[src/rtl/iq_stream_arbiter_pkg.sv]
// Shared widths, source encodings and drop-counter helpers for the IQ stream arbiter.
package iq_stream_arbiter_pkg;

  localparam int IQ_W     = 16;
  localparam int SAMPLE_W = 2 * IQ_W;

  localparam logic SRC_SPEC  = 1'b0;
  localparam logic SRC_VOICE = 1'b1;

  localparam int                DROP_W   = 8;
  localparam logic [DROP_W-1:0] DROP_MAX = '1;

  typedef enum logic {
    OUT_EMPTY = 1'b0,
    OUT_HOLD  = 1'b1
  } out_state_t;

  function automatic logic [DROP_W-1:0] sat_inc(input logic [DROP_W-1:0] v);
    return (v == DROP_MAX) ? v : v + 1'b1;
  endfunction

endpackage

[src/rtl/iq_sync_fifo.sv]
// Single-clock FIFO with wrapping pointers and an occupancy count that separates full from empty.
module iq_sync_fifo #(
  parameter int DEPTH = 4,
  parameter int WIDTH = 32
) (
  input  logic                       clk_in,
  input  logic                       reset,
  input  logic                       clr,
  input  logic                       wr_en,
  input  logic                       rd_en,
  input  logic [WIDTH-1:0]           din,
  output logic [WIDTH-1:0]           dout,
  output logic                       empty,
  output logic                       full,
  output logic [$clog2(DEPTH+1)-1:0] count
);

  localparam int AW = $clog2(DEPTH);
  localparam int CW = $clog2(DEPTH + 1);

  logic [WIDTH-1:0] mem [DEPTH];
  logic [AW-1:0]    wr_ptr;
  logic [AW-1:0]    rd_ptr;
  logic             wr_ok;
  logic             rd_ok;

  assign empty = (count == '0);
  assign full  = (count == CW'(DEPTH));
  assign dout  = mem[rd_ptr];

  // Fullness is judged before any same-edge pop, so a write into a full FIFO is lost.
  assign wr_ok = wr_en && !full;
  assign rd_ok = rd_en && !empty;

  always_ff @(posedge clk_in) begin
    if (wr_ok) mem[wr_ptr] <= din;
  end

  always_ff @(posedge clk_in) begin
    if (reset || clr) begin
      wr_ptr <= '0;
      rd_ptr <= '0;
      count  <= '0;
    end else begin
      if (wr_ok) wr_ptr <= wr_ptr + 1'b1;
      if (rd_ok) rd_ptr <= rd_ptr + 1'b1;
      case ({wr_ok, rd_ok})
        2'b10:   count <= count + 1'b1;
        2'b01:   count <= count - 1'b1;
        default: count <= count;
      endcase
    end
  end

endmodule

[src/rtl/iq_stream_arbiter.sv]
// Voice-priority arbiter sharing the 32-bit IQ read path between the spectrum and voice streams.
//   state     | meaning
//   OUT_EMPTY | output register holds nothing; any non-empty FIFO is granted
//   OUT_HOLD  | sample presented; replaced only when out_ready=1
import iq_stream_arbiter_pkg::*;

module iq_stream_arbiter #(
  parameter int DEPTH         = 4,
  parameter int MAX_VOICE_RUN = 3
) (
  input  logic                    clk_in,
  input  logic                    reset,
  input  logic                    spec_valid,
  input  logic signed [IQ_W-1:0]  SPEC_I,
  input  logic signed [IQ_W-1:0]  SPEC_Q,
  input  logic                    voice_valid,
  input  logic signed [IQ_W-1:0]  VOICE_I,
  input  logic signed [IQ_W-1:0]  VOICE_Q,
  input  logic                    flush,
  input  logic                    clr_drop,
  input  logic                    out_ready,
  output logic                    out_valid,
  output logic                    out_src,
  output logic signed [IQ_W-1:0]  out_i,
  output logic signed [IQ_W-1:0]  out_q,
  output logic [DROP_W-1:0]       spec_drop,
  output logic [DROP_W-1:0]       voice_drop
);

  localparam int CW    = $clog2(DEPTH + 1);
  localparam int RUN_W = 4;

  out_state_t          state;
  logic [RUN_W-1:0]    run;
  logic [RUN_W-1:0]    run_nxt;
  logic [SAMPLE_W-1:0] spec_dout,  voice_dout;
  logic                spec_empty, voice_empty;
  logic                spec_full,  voice_full;
  logic [CW-1:0]       spec_count, voice_count;
  logic                load_opp;
  logic                grant_any;
  logic                grant_voice;
  logic                unused_fifo_levels;

  // FIFO levels are not needed by the arbitration.
  assign unused_fifo_levels = ^{spec_count, voice_count};

  iq_sync_fifo #(.DEPTH(DEPTH), .WIDTH(SAMPLE_W)) u_spec_fifo (
    .clk_in (clk_in),
    .reset  (reset),
    .clr    (flush),
    .wr_en  (spec_valid && !flush),
    .rd_en  (grant_any && !grant_voice && !flush),
    .din    ({SPEC_I, SPEC_Q}),
    .dout   (spec_dout),
    .empty  (spec_empty),
    .full   (spec_full),
    .count  (spec_count)
  );

  iq_sync_fifo #(.DEPTH(DEPTH), .WIDTH(SAMPLE_W)) u_voice_fifo (
    .clk_in (clk_in),
    .reset  (reset),
    .clr    (flush),
    .wr_en  (voice_valid && !flush),
    .rd_en  (grant_voice && !flush),
    .din    ({VOICE_I, VOICE_Q}),
    .dout   (voice_dout),
    .empty  (voice_empty),
    .full   (voice_full),
    .count  (voice_count)
  );

  assign out_valid = (state == OUT_HOLD);
  assign load_opp  = (state == OUT_EMPTY) || out_ready;

  // Voice wins until it has taken MAX_VOICE_RUN grants in a row against a waiting spectrum.
  always_comb begin
    grant_any   = 1'b0;
    grant_voice = 1'b0;
    run_nxt     = run;
    if (load_opp) begin
      if (!voice_empty && (spec_empty || run < RUN_W'(MAX_VOICE_RUN))) begin
        grant_any   = 1'b1;
        grant_voice = 1'b1;
        run_nxt     = spec_empty ? '0 : run + 1'b1;
      end else if (!spec_empty) begin
        grant_any = 1'b1;
        run_nxt   = '0;
      end else begin
        run_nxt = '0;
      end
    end
  end

  always_ff @(posedge clk_in) begin
    if (reset) begin
      state      <= OUT_EMPTY;
      run        <= '0;
      out_src    <= SRC_SPEC;
      out_i      <= '0;
      out_q      <= '0;
      spec_drop  <= '0;
      voice_drop <= '0;
    end else begin
      if (flush) begin
        state <= OUT_EMPTY;
        run   <= '0;
      end else if (grant_any) begin
        state   <= OUT_HOLD;
        run     <= run_nxt;
        out_src <= grant_voice ? SRC_VOICE : SRC_SPEC;
        out_i   <= grant_voice ? voice_dout[SAMPLE_W-1 -: IQ_W] : spec_dout[SAMPLE_W-1 -: IQ_W];
        out_q   <= grant_voice ? voice_dout[IQ_W-1:0] : spec_dout[IQ_W-1:0];
      end else if (load_opp) begin
        state <= OUT_EMPTY;
        run   <= run_nxt;
      end

      if (clr_drop)                              spec_drop <= '0;
      else if (spec_valid && spec_full && !flush) spec_drop <= sat_inc(spec_drop);

      if (clr_drop)                                voice_drop <= '0;
      else if (voice_valid && voice_full && !flush) voice_drop <= sat_inc(voice_drop);
    end
  end

endmodule

[config.mk]
export PLATFORM = sky130hd
export DESIGN_NAME = iq_stream_arbiter
export DESIGN_NICKNAME = d
export VERILOG_FILES = /design/src/rtl/iq_stream_arbiter_pkg.sv /design/src/rtl/iq_sync_fifo.sv /design/src/rtl/iq_stream_arbiter.sv
export SDC_FILE = /design/constraint.sdc
export NUM_CORES = 1
export LEC_CHECK = 0
export ABC_CLOCK_PERIOD_IN_PS = 4800
export CAP_MARGIN = 20
export CORE_MARGIN = 5
export CORE_UTILIZATION = 54
export CTS_BUF_LIST = sky130_fd_sc_hd__clkbuf_16
export DETAILED_ROUTE_END_ITERATION = 8
export PLACE_DENSITY = 0.77
export SYNTH_ARGS = -nofsm -noshare
export SYNTH_HDL_FRONTEND = slang
export SYNTH_HIERARCHICAL = 1
export SYNTH_SLANG_ARGS = --single-unit
[constraint.sdc]
create_clock -name clk_in -period 4.8 [get_ports clk_in]
set_input_delay 0.96 -clock clk_in [delete_from_list [all_inputs] [get_ports clk_in]]
set_output_delay 0.96 -clock clk_in [all_outputs]
set_load 0.01 [all_outputs]
After elaboration in Yosys (flattened, before gate mapping)
Memories as Yosys holds them, arrays and structs flattened. A register that Yosys moved wholly into a read port is not among the register bits.
Index checks and enable logic that the tools add are counted.

cells by class
  shift-type cells = 0
  mux-type cells = 25
  order comparisons = 1
  reductions and logical operators = 33
  $mul = 0
  div/mod/pow operators = 0
  eq/ne operators = 8
  bitwise logic cells = 4
  add/sub/neg operators = 11

operator list
  operator                                             count
  2-to-1 mux 16 bit                                    2
  2-to-1 mux 4 bit                                     5
  adder 8 x 1 -> 8 bit (second input constant)         2
  == test 8 bit (second input constant)                2
  logical AND 1 bit                                    14
  2-to-1 mux 1 bit                                     12
  case mux 3 bit (2 select lines)                      2
  adder 2 x 1 -> 2 bit (second input constant)         4
  2-to-1 mux 2 bit                                     4
  adder 3 x 1 -> 3 bit (second input constant)         2
  == test 3 bit (second input constant)                2
  zero test 1 bit                                      6
  zero test 3 bit                                      2
  AND reduction 2 bit                                  3
  nonzero test 2 bit                                   3
  subtractor 3 x 1 -> 3 bit (second input constant)    2
  adder 4 x 1 -> 4 bit (second input constant)         1
  == test 2 x 1 -> 1 bit (second input constant)       2
  == test 2 bit (second input constant)                2
  < comparator 4 x 2 -> 1 bit (second input constant)  1
  NOT 1 bit                                            4
  OR reduction 2 bit                                   2
  logical OR 1 bit                                     3

storage, ports and cells
  memories = 2
  register bits = 68
  output and inout port bits = 50
  bits in latches = 0
  RAM bits = 256
  word-level logic and storage cells = 97
  bits in read-only memories = 0

memories
  name              words  bits a word  read ports  clocked after memory_dff  wr ports  RTL line            source
  u_spec_fifo.mem   4      32           1           1                         1         iq_sync_fifo.sv:21  logic [WIDTH-1:0] mem [DEPTH];
  u_voice_fifo.mem  4      32           1           1                         1         iq_sync_fifo.sv:21

Longest topological paths before layout
Gate-level depths: netlist of the first run.

  word-level depth = 11
  depth in mapped cells = 12
  gate-level depth less buffers = 11

Cells and area by module
Netlist of the first run, hierarchy kept.

modules (own cells, without submodules)
  module                       area an instance (um^2)  times used  cells an instance
  iq_sync_fifo (u_voice_fifo)  5094.9                   1           223
  iq_sync_fifo (u_spec_fifo)   5093.6                   1           223
  iq_stream_arbiter            2398.6                   1           231

Worst setup path before layout of the first run
No wires, ideal clock.

  path type = input to register
  start = input port flush
  end = register u_voice_fifo.count[2]
  path slack = 1.702 ns
  arrival time = 3.028 ns
  stages on the path = 12
  setup time = 0.070 ns
  buffers on the path = 2
  path through = buf_2 -> inv_1 -> o2111ai_2 -> clkbuf_1 -> inv_1 -> nor2b_1 -> ha_1 -> inv_1 -> fa_1 -> xor2_1 -> or3_1 -> a21oi_1

between the ends
  longest elaborated chain between the ends = 5
  elaborated cells between the ends (all ways) = 10

RTL lines
  what                                                                   RTL line                 source
  start: declaration                                                     iq_stream_arbiter.sv:19  input logic flush,
  zero test 1 bit (*)                                                    iq_stream_arbiter.sv:66  .rd_en (grant_voice && !flush),
  logical AND 1 bit (*)                                                  iq_stream_arbiter.sv:66
  logical AND 1 bit (*)                                                  iq_sync_fifo.sv:33       assign rd_ok = rd_en && !empty;
  named net u_voice_fifo.rd_ok                                           iq_sync_fifo.sv:25       logic rd_ok;
  == test 2 x 1 -> 1 bit or == test 2 bit (tied branches)                iq_sync_fifo.sv:47       case ({wr_ok, rd_ok})
  case mux 3 bit (2 select lines) or nonzero test 2 bit (tied branches)  n/a
  end signal: assignment                                                 iq_sync_fifo.sv:48       2'b10: count <= count + 1'b1;
  end signal: assignment                                                 iq_sync_fifo.sv:49       2'b01: count <= count - 1'b1;
  end signal: assignment                                                 iq_sync_fifo.sv:50       default: count <= count;
  end: declaration                                                       iq_sync_fifo.sv:15       output logic [$clog2(DEPTH+1)-1:0] count

Mark *: on every way through the listed nets, which the timed path passes. The rest lies on a longest branch.
A chain may end at the register's enable or synchronous reset.

Final worst setup path of the first run
  start = input port flush
  end = register u_spec_fifo.count[2]

between the ends
  longest elaborated chain between the ends = 5
  elaborated cells between the ends (all ways) = 10

RTL lines
  what                                                                   RTL line                 source
  zero test 1 bit (*)                                                    iq_stream_arbiter.sv:53  .rd_en (grant_any && !grant_voice && !flush),
  logical AND 1 bit (*)                                                  iq_stream_arbiter.sv:53
  logical AND 1 bit (*)                                                  iq_sync_fifo.sv:33
  named net u_spec_fifo.rd_ok                                            iq_sync_fifo.sv:25
  == test 2 x 1 -> 1 bit or == test 2 bit (tied branches)                iq_sync_fifo.sv:47
  case mux 3 bit (2 select lines) or nonzero test 2 bit (tied branches)  n/a
  end signal: assignment                                                 iq_sync_fifo.sv:48
  end signal: assignment                                                 iq_sync_fifo.sv:49
  end signal: assignment                                                 iq_sync_fifo.sv:50
  end: declaration                                                       iq_sync_fifo.sv:15

Marks and branches as above.

==> results.toml, run 1 <==
[clocking]
cts_root_buf = "sky130_fd_sc_hd__clkbuf_16"
cts_made_buffers = 34
numClockSinks = 328
cts.repair_timing.setup_buffer_count = 0
clk_path_buf_depth = 3
ctsHtreeMaxLevel = 2
cts_resized = 0
clock_latency_ps = 500
tritoncts = "done"
cts_hold_buffers = 0
cts.reportedPaths.clkPinSlew_ps = 60

[timing]
setup-tns-final_ps = 0
rsz_0062_raised_after_global_routing = "false"
slew_viol_final = 0
final.setup_skew_ps = 10.28
final_hold_viol_count = 0
max_slew.worst_pin.slew_ps = 1055
finalCritPeriodShare = 0.7012
period_needed_ps = 3366
clock.fmax_ghz = 0.2971
timing.max_slew.rel_slack = 0.2967
setup_viol = 0

[final_layout]
finalNonFillerCells = 1140
finish.net_count = 888
drive_gt1_frac = 0.1681
antenna_cells = 0
layout-area-overhead-vs-synth_pct = 20.28

[power]
share_seq_of_total_power = 0.531
combPwrFrac = 0.037
power_report.internal_total_w = 0.004750
power.ir.vdd_worst_uv = 316.0
netSwitchingPower_w = 0.001132
clock_share_of_power = 0.432
total_leakage_power_nw = 4.848
power_density_nw_per_um2 = 388.5
netSwitchingFraction = 0.1925

[logic_synthesis]
seq_area_frac_synth = 0.7252
netlist_area_um2 = 12590
post_synth_num_cell_types = 51
portion_of_synthesized_cell_area_occupied_by_the_leading_cell_type = 0.6107
postSynthRegisterBits = 328
synth-main-ff-cell = "sky130_fd_sc_hd__edfxtp_1"
synth.top_cells.by_area = "sky130_fd_sc_hd__edfxtp_1 61%, sky130_fd_sc_hd__dfxtp_1 11%, sky130_fd_sc_hd__mux4_2 11%"
syn_area_per_cell_um2 = 18.59
synthArstFlopShare = 0
postSynthNetCount = 763
synth_cells = 677
yosysTopAreaCell = "sky130_fd_sc_hd__edfxtp_1"
yosysWarningCount = 6
synth-edff-count = 256

[global_routing]
grtUsageTotal = 0.2023
global_route.overflow_total = 0
largest_net_degree_at_the_start_of_global_routing = 46
grt_pass1_wl_mm = 41.41
number_of_global_route_vias_before_repair = 7241
number_of_antenna_violations_at_the_first_check_in_global_routing = 0

[floorplan]
dieArea_um2 = 26460
floorplan.rows = 55
die_y_um = 162.7
fp.coreArea_um2 = 22780
fp.dieW_um = 162.7
num_io_pins = 121
start_util = 0.5526

[route]
vias_per_cell = 5.938
drtIter0Drc = 567
routed_wire_length_mm = 26.05
post_drt_wl_per_cell_um = 22.85
route.antenna.remaining_nets = 0
drc = 0
pre_antenna_drt_iters = 5
via_count = 6769

[status]
status = "finished clean"

[critical_path]
cp-end-kind = "flop"
critical_path_launch_point_type = "input pin"
worstPathArrival_ps = 3780
critical_path_peak_fanout = 16
rrSetupSlack_ps = 1850
crit_required_ps = 5210
critPathKind = "in2reg"

[placed_design]
buffer_ports.inserted = 120
gpl.final_weighted_congestion = 0.7990
dp_hpwl_mm = 15.82
dp_cells = 1079

[flow_run]
drv.max_cap_violation_count = 0

[min_path]
hp-class = "reg2reg"
==> registers in the layout (all words and copies together), names as in the netlist, 3 cells and up, named ones only <==
name and flops:
voice_drop 8, out_q 16, spec_drop 8, u_voice_fifo/count 3, out_i 16, run 4
u_spec_fifo/mem 128, u_voice_fifo/mem 128, u_spec_fifo/count 3
==> stage by stage <==
stage	total power, W	cell area [µm²]	utilization	setup slack (ps)	hold slack, ps
after detailed placement	0.003402	14050	0.6166	1001	473.5
after floorplan	0.003265	12590	-	1702	458.9
after global routing	0.006080	15140	0.6647	1244	510.8
after CTS	0.005936	15140	0.6647	1492	491.1
after global placement	0.003390	14050	0.6166	1160	472.6
final	0.005882	15140	0.6647	1434	486.5
==> power by group through the flow <==
stage / Sequential [W] / Clock (W) / Combinational [W]
after floorplan: 0.00318 / 0 / 0.0000846
after global placement: 0.00318 / 0 / 0.000213
after detailed placement: 0.00318 / 0 / 0.000221
after CTS: 0.00312 / 0.00259 / 0.000222
after global routing: 0.00312 / 0.00272 / 0.000237
final: 0.00312 / 0.00254 / 0.000220
==> layout make-up <==
class                           instances  area (µm²)
Sequential cell                       328        9134
Fill cell                            1454        7639
Timing Repair Buffer                  126        1241
Multi-Input combinational cell        293        3208
Tap cell                              313       391.6
Clock inverter                         26       217.7
Inverter                               19       71.32
Clock buffer                           35       875.8
==> cells by family (layout without fill, tap and decap cells) <==
logic type               count (synthesis)  after routing  share of synthesized area
flip-flops                             328            328                     0.7252
AND/OR/NAND/NOR                        127            127                    0.06461
AO/OA/AOI/OAI                           75             75                    0.04881
multiplexers                            66             66                     0.1161
buffers and inverters                   56            206                    0.02217
adder cells (fa/ha/maj)                 15             15                    0.01610
XOR/XNOR                                10             10                   0.006958
==> Yosys cell counts, types with 6 or more instances <==
library cell / count
sky130_fd_sc_hd__a21oi_1: 14
sky130_fd_sc_hd__a221o_1: 32
sky130_fd_sc_hd__and3_1: 10
sky130_fd_sc_hd__buf_1: 7
sky130_fd_sc_hd__buf_2: 8
sky130_fd_sc_hd__clkbuf_1: 10
sky130_fd_sc_hd__dfxtp_1: 72
sky130_fd_sc_hd__edfxtp_1: 256
sky130_fd_sc_hd__ha_1: 13
sky130_fd_sc_hd__inv_1: 19
sky130_fd_sc_hd__mux4_2: 64
sky130_fd_sc_hd__nand2_1: 10
sky130_fd_sc_hd__nand3_1: 8
sky130_fd_sc_hd__nor2_1: 20
sky130_fd_sc_hd__nor3_1: 7
sky130_fd_sc_hd__nor3b_1: 32
sky130_fd_sc_hd__o21ai_0: 8
sky130_fd_sc_hd__or4_1: 6
sky130_fd_sc_hd__xor2_1: 6
==> metal layers <==
layer  track usage  up-vias  wire length (µm)
met4       0.05795        0               470
met5             0        -                 0
met2        0.3444      242             13340
met3       0.03721       43              1652
met1        0.2708     3486             10590
li1              -     2998                 -
==> critical path: stages <==
cell	delay [ps]
sky130_fd_sc_hd__clkdlybuf4s50_1	720
sky130_fd_sc_hd__nor3_1	470
sky130_fd_sc_hd__nor2b_1	260
sky130_fd_sc_hd__ha_1	240
sky130_fd_sc_hd__inv_1	80
sky130_fd_sc_hd__fa_1	380
sky130_fd_sc_hd__xor2_1	160
sky130_fd_sc_hd__or3_1	310
sky130_fd_sc_hd__a21oi_1	190
==> cell usage in the layout, fill, tap and decap left out, drive strengths merged, types with 3 or more instances in the layout <==
master	count
buf	7
or2	3
ha	13
o211ai	4
o31ai	6
nor3	7
clkdlybuf4s50	119
and3	12
nor2b	5
mux4	64
a21o	4
nand2	10
nor4b	3
or3	4
a211oi	3
or4	7
o21ai	8
edfxtp	256
xnor2	4
nor3b	32
clkbuf	35
bufinv	4
xor2	6
a221o	32
clkinv	8
nand3	8
inv	31
dfxtp	72
nor2	20
a21oi	14
==> path summary, 6_finish.rpt <==
check                                                         from                                end  cells after the start
worst max-delay path                                         flush  u_spec_fifo/count[2]$_SDFFE_PP0P_                      9
worst min-delay path                         out_i[0]$_SDFFE_PP0P_              out_i[0]$_SDFFE_PP0P_                      1
worst max register to register  u_voice_fifo/count[2]$_SDFFE_PP0P_  u_spec_fifo/count[2]$_SDFFE_PP0P_                     12
worst min register to register               out_i[0]$_SDFFE_PP0P_              out_i[0]$_SDFFE_PP0P_                      1
Note: power is estimated with default switching activity, not from simulation.
==> run 2: changes to the inputs <==
Settings changed: ABC_CLOCK_PERIOD_IN_PS 4800 to 3300.
Clock period 4.8 ns to 3.3 ns, I/O delays scaled along.
==> run 2 against run 1 <==
Hold slack got worse by 3.9 ps. Sequential power grew 46%. Flip-flop and latch count is the same. Count of clock-buffer cells in the layout stayed put. Design area is 0.49% higher. Die area stayed put. Global-route usage grew 0.44 points. Clock power increased by 35%. Core utilization increased by 0.32 points. Critical endpoint unchanged. Highest routed layer unchanged.
==> results.toml, run 2 (same netlist as run 1, synthesis figures left out) <==
[clocking]
cts_root_buf = "sky130_fd_sc_hd__clkbuf_16"
ctsHtreeMaxLevel = 2
cts.repair_timing.setup_buffer_count = 0
cts_hold_buffers = 0
cts.reportedPaths.clkPinSlew_ps = 60
tritoncts = "done"
cts_made_buffers = 34
cts_resized = 0
clock_latency_ps = 500
clk_path_buf_depth = 3
numClockSinks = 328

[final_layout]
layout.cell_area.non_filler_um2 = 15210
layout_top_registers = "u_spec_fifo/mem x128, u_voice_fifo/mem x128"
leading_cell_type_in_the_layout_fill_and_taps_excluded = "sky130_fd_sc_hd__edfxtp_1"
layout.cells.most_common_list = "256 x sky130_fd_sc_hd__edfxtp_1, 119 x sky130_fd_sc_hd__clkdlybuf4s50_1, 68 x sky130_fd_sc_hd__dfxtp_1"
finish.net_count = 906
layout-area-overhead-vs-synth_pct = 20.86
layout.filler_cells = 1512
drive_gt1_frac = 0.1791

[route]
pre_antenna_drt_iters = 5
route.antenna.remaining_nets = 0
post_drt_wl_per_cell_um = 23.14
drc = 0
drtIter0Drc = 548
routed_wire_length_mm = 26.77
vias_per_cell = 5.861
via_count = 6781

[global_routing]
number_of_global_route_vias_before_repair = 7346
largest_net_degree_at_the_start_of_global_routing = 33
grtUsageTotal = 0.2067
grt_pass1_wl_mm = 41.84
number_of_antenna_violations_at_the_first_check_in_global_routing = 1
global_route.overflow_total = 0

[floorplan]
num_io_pins = 121
start_util = 0.5526
floorplan.rows = 55
fp.coreArea_um2 = 22780
die_y_um = 162.7
fp.dieW_um = 162.7
dieArea_um2 = 26460

[critical_path]
critical_path_peak_fanout = 8
reg2reg_from = "u_voice_fifo/count[0]$_SDFFE_PP0P_"
rrSetupSlack_ps = 550
crit_required_ps = 3720
setup.worst_path.start = "u_voice_fifo/count[0]$_SDFFE_PP0P_"
cp-end-kind = "flop"
worstPathArrival_ps = 3170
critical_path_launch_point_type = "flop"
critPathKind = "reg2reg"

[timing]
final.setup_skew_ps = 14.06
timing.max_slew.rel_slack = 0.3458
max_slew.worst_pin.slew_ps = 981.3
period_needed_ps = 2754
finalCritPeriodShare = 0.8345
final_hold_viol_count = 0
rsz_0062_raised_after_global_routing = "false"
slew_viol_final = 0
setup-tns-final_ps = 0
worst_slack_ps = 546.2
setup_viol = 0
clock.fmax_ghz = 0.3631

[min_path]
hp-start = "out_q[14]$_SDFFE_PP0P_"
hp-class = "reg2reg"

[placed_design]
place_ws_ps = 152.5
dpl_cell_area_um2 = 14210
gpl.final_weighted_congestion = 0.7776
buffer_ports.inserted = 120
dp_hpwl_mm = 16.46

[power]
power.ir.vdd_worst_uv = 361.6
power_density_nw_per_um2 = 545.9
total_leakage_power_nw = 4.921

[status]
status = "finished clean"

[flow_run]
drv.max_cap_violation_count = 0
[run 2: metrics by stage]
step | utilization | cells | power [W] | hold WS (ps)
2_1_floorplan | - | 677 | 0.004750 | 458.9
5_1_grt | 0.6679 | 1157 | 0.008602 | 509.8
3_5_place_dp | 0.6237 | 1097 | 0.004955 | 470.9
4_1_cts | 0.6678 | 1156 | 0.008386 | 490.0
3_3_place_gp | 0.6237 | 1097 | 0.004935 | 466.3
6_report | 0.6679 | 1157 | 0.008305 | 482.6
[run 2: final timing paths]
path                                       endpoint  cells past startpoint
setup / recovery  u_spec_fifo/count[2]$_SDFFE_PP0P_                     12
setup reg to reg  u_spec_fifo/count[2]$_SDFFE_PP0P_                     12
hold reg to reg              out_q[14]$_SDFFE_PP0P_                      1
hold / removal               out_q[14]$_SDFFE_PP0P_                      1
[run 2: critical path, stage by stage, from the launching register on]
cell and delay [ps]:
sky130_fd_sc_hd__dfxtp_1 340, sky130_fd_sc_hd__nor3_1 180, sky130_fd_sc_hd__buf_4 180, sky130_fd_sc_hd__or4_4 140, sky130_fd_sc_hd__nand2b_2 80, sky130_fd_sc_hd__nor3_1 210, sky130_fd_sc_hd__nor2b_1 260, sky130_fd_sc_hd__ha_1 230
sky130_fd_sc_hd__inv_1 60, sky130_fd_sc_hd__fa_1 370, sky130_fd_sc_hd__xor2_1 160, sky130_fd_sc_hd__or3_1 320, sky130_fd_sc_hd__a21oi_1 140
[run 2: layout make-up]
type,count,area (µm²),share of cell area
Sequential cell,328,9134,0.6004
Multi-Input combinational cell,293,3208,0.2109
Timing Repair Buffer,144,1401,0.09211
Clock buffer,35,875.8,0.05757
Tap cell,313,391.6,0.02574
Clock inverter,24,128.9,0.008471
Inverter,19,71.32,0.004688
Antenna cell,1,2.502,0.0001645
[run 2: per-layer routing]
metal | share of wire | track usage | vias up
met5 | 0 | 0 | -
met4 | 0.019 | 0.05376 | 0
met3 | 0.060 | 0.04075 | 42
met2 | 0.51 | 0.3579 | 225
met1 | 0.41 | 0.2719 | 3468
li1 | - | - | 3046
[run 2: where the power goes]
| part | total, W | switching [W] | internal (W) | leakage, nW |
|---|---|---|---|---|
| Sequential | 0.00454 | 0.0000244 | 0.00452 | 2.91 |
| Combinational | 0.000331 | 0.000162 | 0.000169 | 1.47 |
| Clock | 0.00343 | 0.00144 | 0.00199 | 0.542 |
